--- src/rtl/ring_input_buffer_if.sv ---
// Bundles the ring-ingress, injection and allocator-grant signals of one ring_input_buffer.
// The bench or upstream logic drives the master side; the buffer sits on the slave side.
interface ring_input_buffer_if #(
  parameter int PACKET_SIZE = 49,
  parameter int BUFFER_SIZE = 4
);
  localparam int COUNT_W = $clog2(BUFFER_SIZE + 1);

  logic [PACKET_SIZE-1:0] ring_in_packet;
  logic                   ring_in_ready;
  logic [PACKET_SIZE-1:0] inject_packet;
  logic                   inject_valid;
  logic                   inject_ready;
  logic [15:0]            grant_pos;
  logic                   grant_pos_valid;
  logic                   grant_in_high;
  logic [PACKET_SIZE-1:0] buffer_high_prior [BUFFER_SIZE];
  logic [PACKET_SIZE-1:0] buffer_low_prior [BUFFER_SIZE];
  logic [15:0]            buffer_high_prior_route_info [BUFFER_SIZE];
  logic [15:0]            buffer_low_prior_route_info [BUFFER_SIZE];
  logic [COUNT_W-1:0]     high_count;
  logic [COUNT_W-1:0]     low_count;
  logic                   grant_error;

  modport master (
    output ring_in_packet, inject_packet, inject_valid,
           grant_pos, grant_pos_valid, grant_in_high,
    input  ring_in_ready, inject_ready,
           buffer_high_prior, buffer_low_prior,
           buffer_high_prior_route_info, buffer_low_prior_route_info,
           high_count, low_count, grant_error
  );

  modport slave (
    input  ring_in_packet, inject_packet, inject_valid,
           grant_pos, grant_pos_valid, grant_in_high,
    output ring_in_ready, inject_ready,
           buffer_high_prior, buffer_low_prior,
           buffer_high_prior_route_info, buffer_low_prior_route_info,
           high_count, low_count, grant_error
  );
endinterface

--- src/rtl/ring_input_buffer.sv ---
// Ring router ingress stage: HIGH (ring transit) and LOW (local injection) slot arrays with
// per-slot route codes, timestamped injection and allocator-driven slot release.
module ring_input_buffer #(
  parameter int          PACKET_SIZE = 49,
  parameter int          BUFFER_SIZE = 4,
  parameter logic [1:0]  OUT_PORT    = 2'b01,
  parameter logic [1:0]  EJECT_PORT  = 2'b10,
  parameter logic [15:0] LOCAL_ID    = 16'd0
) (
  input logic               clk,
  input logic               rst_n,
  ring_input_buffer_if.slave bus
);

  localparam int COUNT_W   = $clog2(BUFFER_SIZE + 1);
  localparam int IDX_W     = (BUFFER_SIZE > 1) ? $clog2(BUFFER_SIZE) : 1;
  localparam int VALID_BIT = PACKET_SIZE - 1;

  logic [PACKET_SIZE-1:0] high_slot [BUFFER_SIZE];
  logic [PACKET_SIZE-1:0] low_slot [BUFFER_SIZE];
  logic [15:0]            high_route [BUFFER_SIZE];
  logic [15:0]            low_route [BUFFER_SIZE];
  logic [COUNT_W-1:0]     high_cnt;
  logic [COUNT_W-1:0]     low_cnt;
  logic                   err;
  logic [15:0]            timestamp;

  logic [BUFFER_SIZE-1:0] high_occ;
  logic [BUFFER_SIZE-1:0] low_occ;
  logic [IDX_W-1:0]       high_free_idx;
  logic [IDX_W-1:0]       low_free_idx;
  logic [IDX_W-1:0]       grant_idx;
  logic                   high_ready;
  logic                   low_ready;
  logic                   high_write;
  logic                   low_write;
  logic                   grant_in_range;
  logic                   grant_target_valid;
  logic                   grant_legal;
  logic                   high_release;
  logic                   low_release;
  logic [PACKET_SIZE-1:0] low_stamped;

  function automatic logic [IDX_W-1:0] lowest_free(input logic [BUFFER_SIZE-1:0] occ);
    lowest_free = '0;
    for (int i = BUFFER_SIZE - 1; i >= 0; i--)
      if (!occ[i]) lowest_free = IDX_W'(i);
  endfunction

  function automatic logic [15:0] route_of(input logic [PACKET_SIZE-1:0] pkt);
    route_of = (pkt[31:16] == LOCAL_ID) ? {14'd0, EJECT_PORT} : {14'd0, OUT_PORT};
  endfunction

  always_comb begin
    high_occ = '0;
    low_occ  = '0;
    for (int i = 0; i < BUFFER_SIZE; i++) begin
      high_occ[i] = high_slot[i][VALID_BIT];
      low_occ[i]  = low_slot[i][VALID_BIT];
    end
  end

  // Ready looks only at registered occupancy, so a release this cycle cannot admit a write.
  assign high_ready = (high_cnt < COUNT_W'(BUFFER_SIZE));
  assign low_ready  = (low_cnt < COUNT_W'(BUFFER_SIZE));

  assign high_free_idx = lowest_free(high_occ);
  assign low_free_idx  = lowest_free(low_occ);
  assign high_write    = bus.ring_in_packet[VALID_BIT] && high_ready;
  assign low_write     = bus.inject_valid && low_ready;
  assign low_stamped   = {1'b1, timestamp, bus.inject_packet[31:0]};

  assign grant_in_range     = (bus.grant_pos < 16'(BUFFER_SIZE));
  assign grant_idx          = bus.grant_pos[IDX_W-1:0];
  assign grant_target_valid = bus.grant_in_high ? high_occ[grant_idx] : low_occ[grant_idx];
  assign grant_legal        = bus.grant_pos_valid && grant_in_range && grant_target_valid;
  assign high_release       = grant_legal && bus.grant_in_high;
  assign low_release        = grant_legal && !bus.grant_in_high;

  always_ff @(posedge clk or negedge rst_n) begin
    if (!rst_n) timestamp <= '0;
    else        timestamp <= timestamp + 16'd1;
  end

  // Write slots come from pre-release occupancy, so a write never lands on the slot being freed.
  always_ff @(posedge clk or negedge rst_n) begin
    if (!rst_n) begin
      for (int i = 0; i < BUFFER_SIZE; i++) begin
        high_slot[i]  <= '0;
        low_slot[i]   <= '0;
        high_route[i] <= '0;
        low_route[i]  <= '0;
      end
      high_cnt <= '0;
      low_cnt  <= '0;
      err      <= 1'b0;
    end else begin
      if (high_release) begin
        high_slot[grant_idx]  <= '0;
        high_route[grant_idx] <= '0;
      end
      if (low_release) begin
        low_slot[grant_idx]  <= '0;
        low_route[grant_idx] <= '0;
      end
      if (high_write) begin
        high_slot[high_free_idx]  <= bus.ring_in_packet;
        high_route[high_free_idx] <= route_of(bus.ring_in_packet);
      end
      if (low_write) begin
        low_slot[low_free_idx]  <= low_stamped;
        low_route[low_free_idx] <= route_of(bus.inject_packet);
      end
      high_cnt <= high_cnt + COUNT_W'(high_write) - COUNT_W'(high_release);
      low_cnt  <= low_cnt + COUNT_W'(low_write) - COUNT_W'(low_release);
      if (bus.grant_pos_valid && !grant_legal) err <= 1'b1;
    end
  end

  assign bus.ring_in_ready                = high_ready;
  assign bus.inject_ready                 = low_ready;
  assign bus.buffer_high_prior            = high_slot;
  assign bus.buffer_low_prior             = low_slot;
  assign bus.buffer_high_prior_route_info = high_route;
  assign bus.buffer_low_prior_route_info  = low_route;
  assign bus.high_count                   = high_cnt;
  assign bus.low_count                    = low_cnt;
  assign bus.grant_error                  = err;

endmodule

--- src/flat_wrapper.sv ---
// flat-port wrapper written by rule: the top's interface ports become plain ports
module ring_input_buffer_flat 
#(
  parameter int          PACKET_SIZE = 49,
  parameter int          BUFFER_SIZE = 4,
  parameter logic [1:0]  OUT_PORT    = 2'b01,
  parameter logic [1:0]  EJECT_PORT  = 2'b10,
  parameter logic [15:0] LOCAL_ID    = 16'd0
)
  (clk, rst_n, bus_ring_in_packet, bus_inject_packet, bus_inject_valid, bus_grant_pos, bus_grant_pos_valid, bus_grant_in_high, bus_ring_in_ready, bus_inject_ready, bus_buffer_high_prior, bus_buffer_low_prior, bus_buffer_high_prior_route_info, bus_buffer_low_prior_route_info, bus_high_count, bus_low_count, bus_grant_error);
  ring_input_buffer_if #(.PACKET_SIZE(PACKET_SIZE), .BUFFER_SIZE(BUFFER_SIZE)) bus_i ();
  input logic clk;
  input logic rst_n;
  input wire logic [$bits(bus_i.ring_in_packet)-1:0] bus_ring_in_packet;
  input wire logic [$bits(bus_i.inject_packet)-1:0] bus_inject_packet;
  input wire logic [$bits(bus_i.inject_valid)-1:0] bus_inject_valid;
  input wire logic [$bits(bus_i.grant_pos)-1:0] bus_grant_pos;
  input wire logic [$bits(bus_i.grant_pos_valid)-1:0] bus_grant_pos_valid;
  input wire logic [$bits(bus_i.grant_in_high)-1:0] bus_grant_in_high;
  output wire logic [$bits(bus_i.ring_in_ready)-1:0] bus_ring_in_ready;
  output wire logic [$bits(bus_i.inject_ready)-1:0] bus_inject_ready;
  output wire logic [$bits(bus_i.buffer_high_prior)-1:0] bus_buffer_high_prior;
  output wire logic [$bits(bus_i.buffer_low_prior)-1:0] bus_buffer_low_prior;
  output wire logic [$bits(bus_i.buffer_high_prior_route_info)-1:0] bus_buffer_high_prior_route_info;
  output wire logic [$bits(bus_i.buffer_low_prior_route_info)-1:0] bus_buffer_low_prior_route_info;
  output wire logic [$bits(bus_i.high_count)-1:0] bus_high_count;
  output wire logic [$bits(bus_i.low_count)-1:0] bus_low_count;
  output wire logic [$bits(bus_i.grant_error)-1:0] bus_grant_error;
  assign bus_i.ring_in_packet = bus_ring_in_packet;
  assign bus_i.inject_packet = bus_inject_packet;
  assign bus_i.inject_valid = bus_inject_valid;
  assign bus_i.grant_pos = bus_grant_pos;
  assign bus_i.grant_pos_valid = bus_grant_pos_valid;
  assign bus_i.grant_in_high = bus_grant_in_high;
  assign bus_ring_in_ready = bus_i.ring_in_ready;
  assign bus_inject_ready = bus_i.inject_ready;
  assign bus_buffer_high_prior = {>>{bus_i.buffer_high_prior}};
  assign bus_buffer_low_prior = {>>{bus_i.buffer_low_prior}};
  assign bus_buffer_high_prior_route_info = {>>{bus_i.buffer_high_prior_route_info}};
  assign bus_buffer_low_prior_route_info = {>>{bus_i.buffer_low_prior_route_info}};
  assign bus_high_count = bus_i.high_count;
  assign bus_low_count = bus_i.low_count;
  assign bus_grant_error = bus_i.grant_error;
  ring_input_buffer #(.PACKET_SIZE(PACKET_SIZE), .BUFFER_SIZE(BUFFER_SIZE), .OUT_PORT(OUT_PORT), .EJECT_PORT(EJECT_PORT), .LOCAL_ID(LOCAL_ID)) u_core (.clk(clk), .rst_n(rst_n), .bus(bus_i));
endmodule
--- config.mk ---
export PLATFORM = sky130hd
export DESIGN_NAME = ring_input_buffer_flat
export DESIGN_NICKNAME = d
export VERILOG_FILES = /design/src/rtl/ring_input_buffer_if.sv /design/src/rtl/ring_input_buffer.sv /design/src/flat_wrapper.sv
export SDC_FILE = /design/constraint.sdc
export NUM_CORES = 1
export LEC_CHECK = 0
export CAP_MARGIN = 10
export CORE_AREA = 2 2 255 257
export CTS_CLUSTER_DIAMETER = 120
export DETAILED_ROUTE_END_ITERATION = 6
export DIE_AREA = 0 0 257 259
export PLACE_DENSITY = 0.65
export SLEW_MARGIN = 20
export SYNTH_ARGS = -nofsm -noshare
export SYNTH_HDL_FRONTEND = slang
export SYNTH_SLANG_ARGS = --single-unit
--- constraint.sdc ---
create_clock -name clk -period 2.05 [get_ports clk]
set_input_delay 0.41 -clock clk [delete_from_list [all_inputs] [get_ports clk]]
set_output_delay 0.41 -clock clk [all_outputs]
set_load 0.1 [all_outputs]
==> run_results.csv <==
group,metric,value,unit
route,vias,16000,
floorplanning,die_w,257,µm
floorplanning,io_pins,648,
yosys,ys_top_cells_by_count,"dfrtp_1 (543), a22o_1 (294), nand2_1 (212)",
sta,period_minus_slack,2290,ps
finish,syn2layout_area_growth,48.4,%
route,vias_per_cell,5.07,
yosys,syn_nets,1655,
place,dpl_cell_area,27300,µm²
yosys,synthFlopType,"dfrtp_1",
worst_setup_path,path_max_fanout,3,
route,final_antenna_net_count,0,
floorplanning,die_area,66600,µm²
route,dr.pass1.iters,5,
cts,clkLatencyLatePin,600,ps
cts,cts_sinks,543,
yosys,synth_cell_types,45,
grt,grt_util_met3,0.0649,
route,drcViolationCount,0,
yosys,netlist_area,19800,µm²
sta,rsz0062_at_grt,"yes",
floorplanning,num_rows,93,
outcome,violations,"negative setup slack",
sta,maxSlewHeadroom,0.687,
job,maxCapViolCount,0,
place,portBuffers,630,
sta,finClkSkew,29.8,ps
worst_setup_path,max_stage_delay,560,ps
sta,fmax,0.436,GHz
hold_path,hold_path.class,"primary input to flip-flop",
yosys,synthArstFlopShare,1.00,
grt,busiest_layer,"met2",
grt,grt_max_degree,66,
grt,grt_pass1_wl,107000,µm
outcome,outcome,"complete, but fails checks",
worst_setup_path,worstPathRequired,2530,ps
grt,antenna_found_initial,6,
sta,setup_violations,4,
yosys,synth_top_area_frac,0.688,
floorplanning,initial_core_util,0.309,
cts,cts_tree,"built",
grt,use_met2,0.334,
cts,numCtsBuffers,57,
yosys,yosysTopAreaCell,"dfrtp_1",
route,wirelength,71200,µm
worst_setup_path,crit_path_end_kind,"flip-flop",
finish,final_cell_area,29300,µm²
worst_setup_path,critPathSlowestCell,"or4_4",
worst_setup_path,worstPathArrival,2780,ps
route,wl_per_cell,22.6,µm
sta,hold_viol_final,0,
yosys,postSynthCellCount,1529,
grt,grtUsageMet1,0.272,
worst_setup_path,cp_cell_sequence,"clkbuf_2, or4_4, nor4_4, buf_4, o2111a_1, ha_1, inv_1, ha_2, inv_2, fa_2, xnor2_2, xnor2_1",
worst_setup_path,start_kind,"primary input",
yosys,yosysSeqAreaShare,0.688,
floorplanning,die_y,259,µm
finish,utilization,0.459,
sta,final_max_slew_viol_count,0,
grt,grt_util_all_layers,0.208,
grt,grt_pass1_vias,16100,
cts,postCtsSetupRepairBufs,0,
finish,drive_above_1_share,0.365,
yosys,synthTopCellsByArea,"dfrtp_1 (69%), a22o_1 (13%), nand2_1 (4.0%)",
yosys,synth_warnings,0,
place,dp_hpwl,51200,µm
finish,fill_cells,5759,
grt,grt-ovfl-total,0,
sta,min_period_over_period,1.12,
cts,path_clk_slew,60,ps
place,routabilityCongestion,0.888,
cts,cts_buffer_depth,3,
yosys,post-synth-top-count-cell,"dfrtp_1",
route,dr.first_iter.drc_count,1515,
yosys,synth_enable_flop_cells,0,
worst_setup_path,path_class,"primary input to flip-flop",
sta,setup_ws,-245,ps
yosys,synth_seq_cells,543,
sta,tightest_slew,468,ps
yosys,synth_area_per_cell,12.9,µm²
floorplanning,core,63900,µm²
cts,htree_levels,2,
cts,cts_root_buf,"clkbuf_16",
finish,nNetsFinal,2383,
[path summary, 6_finish.rpt]
path,start,to,slack (ps),cells past startpoint
min in group asynchronous,rst_n,u_core.bus.buffer_high_prior[186]$_DFF_PN0_,320,2
max in group asynchronous,rst_n,u_core.bus.buffer_low_prior[65]$_DFF_PN0_,950,4
min reg2reg,u_core.bus.buffer_high_prior_route_info[44]$_DFF_PN0_,u_core.bus.buffer_high_prior_route_info[44]$_DFF_PN0_,480,1
max reg2reg,u_core.bus.buffer_low_prior[146]$_DFF_PN0_,u_core.bus.low_count[2]$_DFF_PN0_,-160,10
min,bus_grant_pos_valid,u_core.bus.grant_error$_DFFE_PN0P_,240,4
max,bus_grant_pos[10],u_core.bus.high_count[2]$_DFF_PN0_,-240,12
[what timing repair did]
action | 4_1_cts | 5_1_grt
endpoints found under the setup margin | 403 | 4
gates resized for setup | 43 | 7
cloned | 0 | 0
pin swaps | 10 | 6
hold buffers | 1 | 0
endpoints found under the hold margin | 28 | 0
[final cells by class]
type	instances	area, µm²	area share
inverter	17	63.8	0.00218
antenna	2	5.00	0.000171
clock buffer	81	1670	0.0569
timing repair buffer	789	6770	0.231
multi-input combinational	849	5790	0.197
sequential	543	13600	0.464
tap	855	1070	0.0365
clock inverter	21	337	0.0115
[cells by family (layout without fill, tap and decap cells)]
family	count (synthesis)	count (layout)	share of synthesized area
AND/OR/NAND/NOR	398	398	0.101
flip-flops	543	543	0.688
XOR/XNOR	18	18	0.00798
adder cells (fa/ha/maj)	7	7	0.00519
multiplexers	3	3	0.00158
AO/OA/AOI/OAI	423	423	0.167
other	0	2	0
buffers and inverters	137	908	0.0291
[sequential cells by signal, summed over array words and instances, names as in the netlist]
register / count
u_core.bus.buffer_high_prior: 196
u_core.bus.buffer_low_prior: 196
u_core.bus.buffer_high_prior_route_info: 64
u_core.bus.buffer_low_prior_route_info: 64
u_core.timestamp: 16
u_core.bus.high_count: 3
u_core.bus.low_count: 3
u_core.bus.grant_error: 1
[worst max-delay path, delay by kind of cell]
family          cells  cell delay [ps]
xor+xnor            2              270
fa+ha+maj           3              730
compound gates      1              190
buf+inv             4              360
simple gates        2              810
[through the flow]
step           TNS (ps)  hold WS [ps]  instances  setup slack [ps]
2_1_floorplan    -40510           114       1529              -719
5_1_grt           -1100           209       3155              -345
3_5_place_dp    -371100           334       3052             -1260
6_report           -754           240       3157              -245
4_1_cts            -634           188       3155              -232
3_3_place_gp    -356170           337       3052             -1250
[per-layer routing]
layer / vias to the layer above / share of wire / routed length, µm
li1: 6913 / - / -
met1: 8174 / 0.41 / 29100
met2: 795 / 0.47 / 33600
met3: 120 / 0.093 / 6610
met4: 4 / 0.028 / 1970
met5: - / 0.00035 / 25
[layout by cell type (no fill, tap or decap), drive strengths merged, types with 5 or more instances in the layout]
cell type      count
nand3              8
nor2              10
a22o             294
nor4              12
a21o               5
ha                 5
nor3               5
bufinv             8
clkdlybuf4s50     84
clkbuf            85
a31oi              5
inv               19
and2              85
and3              30
nand2            212
buf              695
o21ai            102
clkinv            10
and4               5
a21oi              5
o2bb2ai            6
nand4              7
dfrtp            543
xnor2             14
Power is not shown: default switching activity piles up to over one toggle a cycle in this logic, so the estimate is an artifact.
